**src/rtl/pc_control_pkg.sv**
```systemverilog
// Shared types and constants for the fetch-stage next-PC logic.
// Condition codes, flag bit positions and the sequential PC increment.
package pc_control_pkg;

    typedef enum logic [2:0] {
        CC_NE     = 3'b000,
        CC_EQ     = 3'b001,
        CC_GT     = 3'b010,
        CC_LT     = 3'b011,
        CC_GE     = 3'b100,
        CC_LE     = 3'b101,
        CC_OV     = 3'b110,
        CC_UNCOND = 3'b111
    } cond_e;

    localparam int FLAG_Z = 2;
    localparam int FLAG_V = 1;
    localparam int FLAG_N = 0;

    localparam int PC_INC = 2;

endpackage

```
**src/rtl/pc_control_if.sv**
```systemverilog
// Operand/result bundle between the decode stage and pc_control.
// Optional counter outputs exist only when PC_CONTROL_STATS_EN is defined.
interface pc_control_if #(
    parameter int PC_W  = 16,
    parameter int IMM_W = 9
);
    logic [2:0]       C;
    logic [IMM_W-1:0] I;
    logic [2:0]       F;
    logic [PC_W-1:0]  Rs;
    logic             Branch;
    logic             BR;
    logic [PC_W-1:0]  PC_in;
    logic [PC_W-1:0]  PC_out;
    logic             taken;
    logic             taken_q;
    logic [PC_W-1:0]  pc_out_q;
`ifdef PC_CONTROL_STATS_EN
    logic [15:0]      br_count;
    logic [15:0]      br_taken_count;

    modport master (output C, I, F, Rs, Branch, BR, PC_in,
                    input  PC_out, taken, taken_q, pc_out_q, br_count, br_taken_count);
    modport slave  (input  C, I, F, Rs, Branch, BR, PC_in,
                    output PC_out, taken, taken_q, pc_out_q, br_count, br_taken_count);
`else
    modport master (output C, I, F, Rs, Branch, BR, PC_in,
                    input  PC_out, taken, taken_q, pc_out_q);
    modport slave  (input  C, I, F, Rs, Branch, BR, PC_in,
                    output PC_out, taken, taken_q, pc_out_q);
`endif
endinterface

```
**src/rtl/pc_control_branch_cond_eval.sv**
```systemverilog
// Decodes the 3-bit condition code against the Z/V/N flags.
// Latency: purely combinational. Backpressure: none.
module branch_cond_eval
    import pc_control_pkg::*;
(
    input  logic [2:0] C,
    input  logic [2:0] F,
    output logic       cond
);
    logic z, v, n;

    assign z = F[FLAG_Z];
    assign v = F[FLAG_V];
    assign n = F[FLAG_N];

    always_comb begin
        cond = 1'b0;
        case (cond_e'(C))
            CC_NE:     cond = ~z;
            CC_EQ:     cond = z;
            CC_GT:     cond = ~z & ~n;
            CC_LT:     cond = n;
            CC_GE:     cond = z | ~n;
            CC_LE:     cond = z | n;
            CC_OV:     cond = v;
            CC_UNCOND: cond = 1'b1;
            default:   cond = 1'b0;
        endcase
    end
endmodule

```
**src/rtl/pc_control.sv**
```systemverilog
// Next-PC computation (sequential / PC-relative immediate / PC+Rs) with registered status; PC_CONTROL_STATS_EN adds branch counters.
// Latency: PC_out/taken combinational, taken_q/pc_out_q one clk edge later.
// Backpressure: none; a new decision is accepted every cycle.
module pc_control
    import pc_control_pkg::*;
#(
    parameter int PC_W  = 16,
    parameter int IMM_W = 9
) (
    input  logic         clk,
    input  logic         rst,
    pc_control_if.slave  bus
);
    logic            cond;
    logic            taken;
    logic [PC_W-1:0] seq;
    logic [PC_W-1:0] imm_ext;
    logic [PC_W-1:0] imm_off;
    logic [PC_W-1:0] offset;
    logic [PC_W-1:0] pc_next;
    logic            taken_q;
    logic [PC_W-1:0] pc_out_q;

    branch_cond_eval u_cond (
        .C    (bus.C),
        .F    (bus.F),
        .cond (cond)
    );

    assign taken   = bus.Branch & cond;
    assign seq     = bus.PC_in + PC_W'(PC_INC);
    assign imm_ext = {{(PC_W-IMM_W){bus.I[IMM_W-1]}}, bus.I};
    assign imm_off = {imm_ext[PC_W-2:0], 1'b0};

    // Muxes (not AND-masking) keep an unknown unused operand from leaking into PC_out.
    always_comb begin
        offset  = bus.BR ? bus.Rs : imm_off;
        pc_next = seq;
        if (taken) begin
            pc_next = seq + offset;
        end
    end

    always_ff @(posedge clk) begin
        if (rst) begin
            taken_q  <= 1'b0;
            pc_out_q <= '0;
        end else begin
            taken_q  <= taken;
            pc_out_q <= pc_next;
        end
    end

    assign bus.PC_out   = pc_next;
    assign bus.taken    = taken;
    assign bus.taken_q  = taken_q;
    assign bus.pc_out_q = pc_out_q;

`ifdef PC_CONTROL_STATS_EN
    logic [15:0] br_count;
    logic [15:0] br_taken_count;

    always_ff @(posedge clk) begin
        if (rst) begin
            br_count       <= '0;
            br_taken_count <= '0;
        end else begin
            if (bus.Branch && br_count != 16'hFFFF) begin
                br_count <= br_count + 16'd1;
            end
            if (taken && br_taken_count != 16'hFFFF) begin
                br_taken_count <= br_taken_count + 16'd1;
            end
        end
    end

    assign bus.br_count       = br_count;
    assign bus.br_taken_count = br_taken_count;
`endif
endmodule

```
**src/flat_wrapper.sv**
```systemverilog
// flat-port wrapper written by rule: the top's interface ports become plain ports
module pc_control_flat import pc_control_pkg::*;
#(
    parameter int PC_W  = 16,
    parameter int IMM_W = 9
)
  (clk, rst, bus_C, bus_I, bus_F, bus_Rs, bus_Branch, bus_BR, bus_PC_in, bus_PC_out, bus_taken, bus_taken_q, bus_pc_out_q);
  pc_control_if #(.PC_W(PC_W), .IMM_W(IMM_W)) bus_i ();
  input  logic clk;
  input  logic rst;
  input wire logic [$bits(bus_i.C)-1:0] bus_C;
  input wire logic [$bits(bus_i.I)-1:0] bus_I;
  input wire logic [$bits(bus_i.F)-1:0] bus_F;
  input wire logic [$bits(bus_i.Rs)-1:0] bus_Rs;
  input wire logic [$bits(bus_i.Branch)-1:0] bus_Branch;
  input wire logic [$bits(bus_i.BR)-1:0] bus_BR;
  input wire logic [$bits(bus_i.PC_in)-1:0] bus_PC_in;
  output wire logic [$bits(bus_i.PC_out)-1:0] bus_PC_out;
  output wire logic [$bits(bus_i.taken)-1:0] bus_taken;
  output wire logic [$bits(bus_i.taken_q)-1:0] bus_taken_q;
  output wire logic [$bits(bus_i.pc_out_q)-1:0] bus_pc_out_q;
  assign bus_i.C = bus_C;
  assign bus_i.I = bus_I;
  assign bus_i.F = bus_F;
  assign bus_i.Rs = bus_Rs;
  assign bus_i.Branch = bus_Branch;
  assign bus_i.BR = bus_BR;
  assign bus_i.PC_in = bus_PC_in;
  assign bus_PC_out = bus_i.PC_out;
  assign bus_taken = bus_i.taken;
  assign bus_taken_q = bus_i.taken_q;
  assign bus_pc_out_q = bus_i.pc_out_q;
  pc_control #(.PC_W(PC_W), .IMM_W(IMM_W)) u_core (.clk(clk), .rst(rst), .bus(bus_i));
endmodule
```
**config.mk**
```make
export PLATFORM = sky130hd
export DESIGN_NAME = pc_control_flat
export DESIGN_NICKNAME = d
export VERILOG_FILES = /design/src/rtl/pc_control_pkg.sv /design/src/rtl/pc_control_if.sv /design/src/rtl/pc_control_branch_cond_eval.sv /design/src/rtl/pc_control.sv /design/src/flat_wrapper.sv
export SDC_FILE = /design/constraint.sdc
export NUM_CORES = 1
export LEC_CHECK = 0
export CORE_ASPECT_RATIO = 1.1
export CORE_MARGIN = 3
export CORE_UTILIZATION = 46
export DETAILED_ROUTE_END_ITERATION = 8
export PLACE_DENSITY = 0.93
export SKIP_CTS_REPAIR_TIMING = 1
export SLEW_MARGIN = 30
export SYNTH_ARGS = -nofsm -noshare
export SYNTH_HDL_FRONTEND = slang
export SYNTH_HIERARCHICAL = 1
export SYNTH_SLANG_ARGS = --single-unit
```
**constraint.sdc**
```tcl
create_clock -name clk -period 6.8 [get_ports clk]
set_input_delay 1.36 -clock clk [delete_from_list [all_inputs] [get_ports clk]]
set_output_delay 1.36 -clock clk [all_outputs]
set_load 0.02 [all_outputs]
```
* After elaboration in Yosys (flattened, before gate mapping)
Index checks and enable logic that the tools add are counted.
Storage, ports and cells: bits of input ports 51, flip-flop bits (word level) 17, word-level logic and storage cells 21, latch bits 0, bits in read-only memories 0, output and inout port bits 34, RAM bits 0, memories 0
Cells by class: add/sub/neg operators 2, bitwise logic cells 6, shift operators 0, mux-type cells 3, divide/modulo/power cells 0, reductions and logical operators 1, equal/unequal tests 7, $lt $le $gt $ge 0, $mul 0
Operators with widths (number):
- 16-bit two-way mux | 2
- 16-bit adder | 1
- 16-bit by 2-bit adder with 16-bit output, second input constant | 1
- 3-bit == test, second input constant | 4
- 1-bit one-hot mux with 8 select lines | 1
- 3-bit by 2-bit == test with 1-bit output, second input constant | 2
- 3-bit by 1-bit == test with 1-bit output, second input constant | 1
- 3-bit zero test | 1
- 1-bit bitwise AND | 2
- 1-bit NOT | 2
- 1-bit OR | 2

* Logic depth before layout (Yosys ltp)
Gate-level depths: netlist of the first run.
word-level depth 5, mapped depth 12, mapped depth without buffers 11

* Modules after synthesis
The synthesis of the first run kept the hierarchy.
Modules (own cells, without submodules):
- pc_control | area each 1844.3 µm², cells each 246, times used 1, sequential area each 340.3 µm²
- branch_cond_eval | area each 76.3 µm², cells each 11, times used 1, sequential area each 0.0 µm²

* Worst setup path before layout of the first run
Ideal clock, no wire load.
path type input to output, start input bus_BR, end output bus_PC_out[13], stages 10, arrival 4.253 ns, setup slack 1.187 ns, buffers on the path 2, data required time 5.440 ns, cells stage by stage clkbuf_1 -> clkbuf_1 -> mux2_2 -> ha_1 -> a211o_1 -> a21oi_1 -> o221ai_1 -> nor2_1 -> mux2_2 -> nor3_1
Between the ends: word-level cells in the longest chain between the ends 3
RTL lines:
- start: declaration | line flat_wrapper.sv:16 | input wire logic [$bits(bus_i.BR)-1:0] bus_BR;
- 16-bit two-way mux | line pc_control.sv:37 | offset = bus.BR ? bus.Rs : imm_off;
- 16-bit adder | line pc_control.sv:40 | pc_next = seq + offset;
- 16-bit two-way mux | line pc_control.sv:39 | if (taken) begin
- end: declaration | line flat_wrapper.sv:18 | output wire logic [$bits(bus_i.PC_out)-1:0] bus_PC_out;
No other way between the ends.

* Final worst setup path of the first run
start input bus_PC_in[3], end output bus_PC_out[15]
Between the ends: word-level cells in the longest chain between the ends 3
RTL lines:
- start: declaration | line flat_wrapper.sv:17 | input wire logic [$bits(bus_i.PC_in)-1:0] bus_PC_in;
- 16-bit by 2-bit adder with 16-bit output (*) | line pc_control.sv:31 | assign seq = bus.PC_in + PC_W'(PC_INC);
- 16-bit adder | line pc_control.sv:40
- 16-bit two-way mux (*) | line pc_control.sv:39
Every way passes the cells marked *; elsewhere a longest branch is shown, timed or not.

==> impl_metrics.env, run 1 <==
export IMPL_status="finished clean"
export IMPL_yosysSeqAreaShare_pct=17.7
export IMPL_period_needed_ps=6580
export IMPL_viasPerCell=5.55
export IMPL_io_buffer_count=84
export IMPL_async_flop_share_pct=0
export IMPL_syn_area_um2=1920
export IMPL_vias=2193
export IMPL_cp_arrival_ps=5220
export IMPL_cts_buffers=3
export IMPL_final_cell_mix="clkdlybuf4s50_1 (84), nand2_1 (35), nor2_1 (24), a21oi_1 (24), ha_1 (18)"
export IMPL_gp_congestion=0.920
export IMPL_cts_tree="done"
export IMPL_fin_crit_sh_pct=96.8
export IMPL_tightestPinTransition_ps=559
export IMPL_antenna_found_initial=0
export IMPL_final_core_util_pct=72.5
export IMPL_postPlaceCellArea_um2=2850
export IMPL_cts_sinks=17
export IMPL_multi_input_area_um2=1510
export IMPL_p_int_w=0.000294
export IMPL_irDropWorstVdd_v=0.0000576
export IMPL_first_iter_violations=107
export IMPL_fmax_ghz=0.152
export IMPL_whs_ps=1760
export IMPL_synth_seq_cells=17
export IMPL_yosys_area_top_type="dfxtp_1"
export IMPL_fin_nets=414
export IMPL_drt_wirelength_per_cell_um=14.9
export IMPL_postSynthCellCount=257
export IMPL_stdcell_area_um2=2890
export IMPL_cp_required_ps=5440
export IMPL_synth_fp_nets=327
export IMPL_relSlewSlack_pct=62.6
export IMPL_maxSlewViolCount=0
export IMPL_start_util_pct=48.1
export IMPL_setup_viol=0
export IMPL_critPathKind="input port to output port"
export IMPL_wl_met2_um=2930
export IMPL_dieArea_um2=4990
export IMPL_avgSynthCellArea_um2=7.47
export IMPL_cts_root_buf="clkbuf_8"
export IMPL_grt_pass1_wl_um=9100
export IMPL_drc=0
export IMPL_layout_drive_gt1_share_pct=7.58
export IMPL_rsz0062_at_grt="false"
export IMPL_pwr_share_clk_pct=14.9
export IMPL_place_ws_ps=255
export IMPL_power_frac_comb_pct=61.3
export IMPL_synth_top_area_share_pct=17.7
export IMPL_num_rows=24
export IMPL_grt_usage_pct=23.7
export IMPL_overflow=0
export IMPL_top_layer="met4"
export IMPL_hold_start="bus_PC_in[0]"
export IMPL_synth_distinct_cells=46
export IMPL_routed_wl_um=5900
export IMPL_htreeDepth=1
export IMPL_regArea_um2=340
export IMPL_dr_pass1_iters=4
export IMPL_antenna_cells=0
export IMPL_ant_nets=0
export IMPL_n_fill_cell=323
export IMPL_synth_area_leaders="dfxtp_1 (18%), ha_1 (12%), xnor2_1 (7.3%), nand2_1 (6.8%), a21oi_1 (6.3%)"
export IMPL_crit_fanout=7
export IMPL_die_y_um=73.8
export IMPL_area_delta_synth_final_pct=50.7
export IMPL_wirelength_met1_um=2420
export IMPL_power_density_nw_per_um2=164
export IMPL_synth_edff_count=0
export IMPL_cap_violations=0
export IMPL_grt_max_degree=20
export IMPL_final_common_cell="clkdlybuf4s50_1"
export IMPL_switching_power_w=0.000181
export IMPL_die_w_um=67.6
export IMPL_grt_pass1_vias=2007
export IMPL_coreArea_um2=3990
export IMPL_route_met3_wl_um=441
export IMPL_cp_end_kind="output port"
export IMPL_min_to="u_core/bus.pc_out_q[0]"
export IMPL_yosysWarnings=6
export IMPL_hold_depth=3
export IMPL_switching_share_pct=38.1
export IMPL_pwr_share_seq_pct=23.8
export IMPL_clkSlewWorstSetupHoldPaths_ps=60
export IMPL_io_pins=85
export IMPL_critical_path_startpoint_type="input port"
export IMPL_p_leak_nw=1.23
export IMPL_hold_path_class="input port to flop"
export IMPL_fin_tns_setup_ps=0
export IMPL_clk_path_buf_depth=2
export IMPL_hold_viol_final=0
export IMPL_dp_hpwl_um=4960
export IMPL_synth_ff_type="dfxtp_1"
export IMPL_setup_slack_ps=217
[area by class of cell]
class                   count  share of cell area (%)
clock buffers               4                    1.56
inverters                   8                    1.04
multi-input cells         222                    52.3
flip-flops and latches     17                    11.8
well taps                  52                    2.25
repair buffers             92                    31.1
[Yosys cell counts, drive strengths merged, types with 2 or more instances]
| cell type | count |
|---|---|
| nor2 | 24 |
| ha | 18 |
| nand3 | 8 |
| dfxtp | 17 |
| a211oi | 3 |
| o21bai | 3 |
| a221oi | 2 |
| nor3 | 3 |
| xnor2 | 16 |
| and2 | 2 |
| mux2 | 10 |
| a21o | 7 |
| o21ai | 9 |
| nor2b | 10 |
| a211o | 2 |
| and4 | 3 |
| and3 | 4 |
| nand2b | 3 |
| inv | 7 |
| mux2i | 2 |
| clkbuf | 10 |
| o21a | 4 |
| nand2 | 35 |
| nand4 | 7 |
| a21oi | 24 |
| xor2 | 9 |
[cells by family after synthesis]
group / share of synthesized area, %
flops: 17.7
fa+ha+maj: 12.8
compound gates: 22.1
mux: 6.91
buf+inv: 3.52
simple gates: 25.6
xor+xnor: 11.4
[per-stage QoR]
stage / std cells / total power, W
2_1_floorplan: 257 / 0.000280
3_3_place_gp: 391 / 0.000398
3_5_place_dp: 391 / 0.000403
4_1_cts: 395 / 0.000474
5_1_grt: 395 / 0.000502
6_report: 395 / 0.000475
[state kept, by name, summed over array words and instances, names as in the netlist]
name and count:
u_core/bus.pc_out_q 16, u_core/bus.taken_q 1
[worst max path at each step]
stage                             from             end  depth (start not counted)
after global placement    bus_PC_in[7]  bus_PC_out[15]                         13
final                     bus_PC_in[3]  bus_PC_out[15]                         13
after global routing      bus_PC_in[3]  bus_PC_out[15]                         13
after detailed placement  bus_PC_in[7]  bus_PC_out[15]                         13
after floorplan                 bus_BR  bus_PC_out[13]                         10
after CTS                 bus_PC_in[7]  bus_PC_out[15]                         13
[power by group through the flow]
stage	sequential [W]	combinational (W)	clock, W
after global placement	0.000115	0.000283	0
after global routing	0.000114	0.000314	0.0000741
after floorplan	0.000129	0.000151	0
final	0.000113	0.000291	0.0000706
after CTS	0.000113	0.000290	0.0000710
after detailed placement	0.000115	0.000288	0
[per-layer routing]
layer	track usage, %	up-vias
met4	9.23	0
li1	-	1091
met2	40.4	89
met1	29.3	1002
met5	0	-
met3	3.98	11
[critical path, stage by stage]
cell,delay (ps)
clkdlybuf4s50_1,570
and4_1,350
nand3_1,160
nor2_1,160
xor2_1,250
ha_1,360
a21o_1,210
o21bai_1,170
a221o_1,340
or3_1,370
nand2_1,150
xor2_1,160
clkdlybuf4s50_1,610
Power figures use the tool's default switching activity.
==> run 2, diff against run 1 <==
--- a/config.mk
+++ b/config.mk
@@ -11,6 +11,7 @@
 export DETAILED_ROUTE_END_ITERATION = 8
 export PLACE_DENSITY = 0.93
 export SKIP_CTS_REPAIR_TIMING = 1
+export SKIP_LAST_GASP = 1
 export SLEW_MARGIN = 30
 export SYNTH_ARGS = -nofsm -noshare
 export SYNTH_HDL_FRONTEND = slang
==> results of run 2 <==
No change in the layout: final DEF, timing and power equal those of run 1.
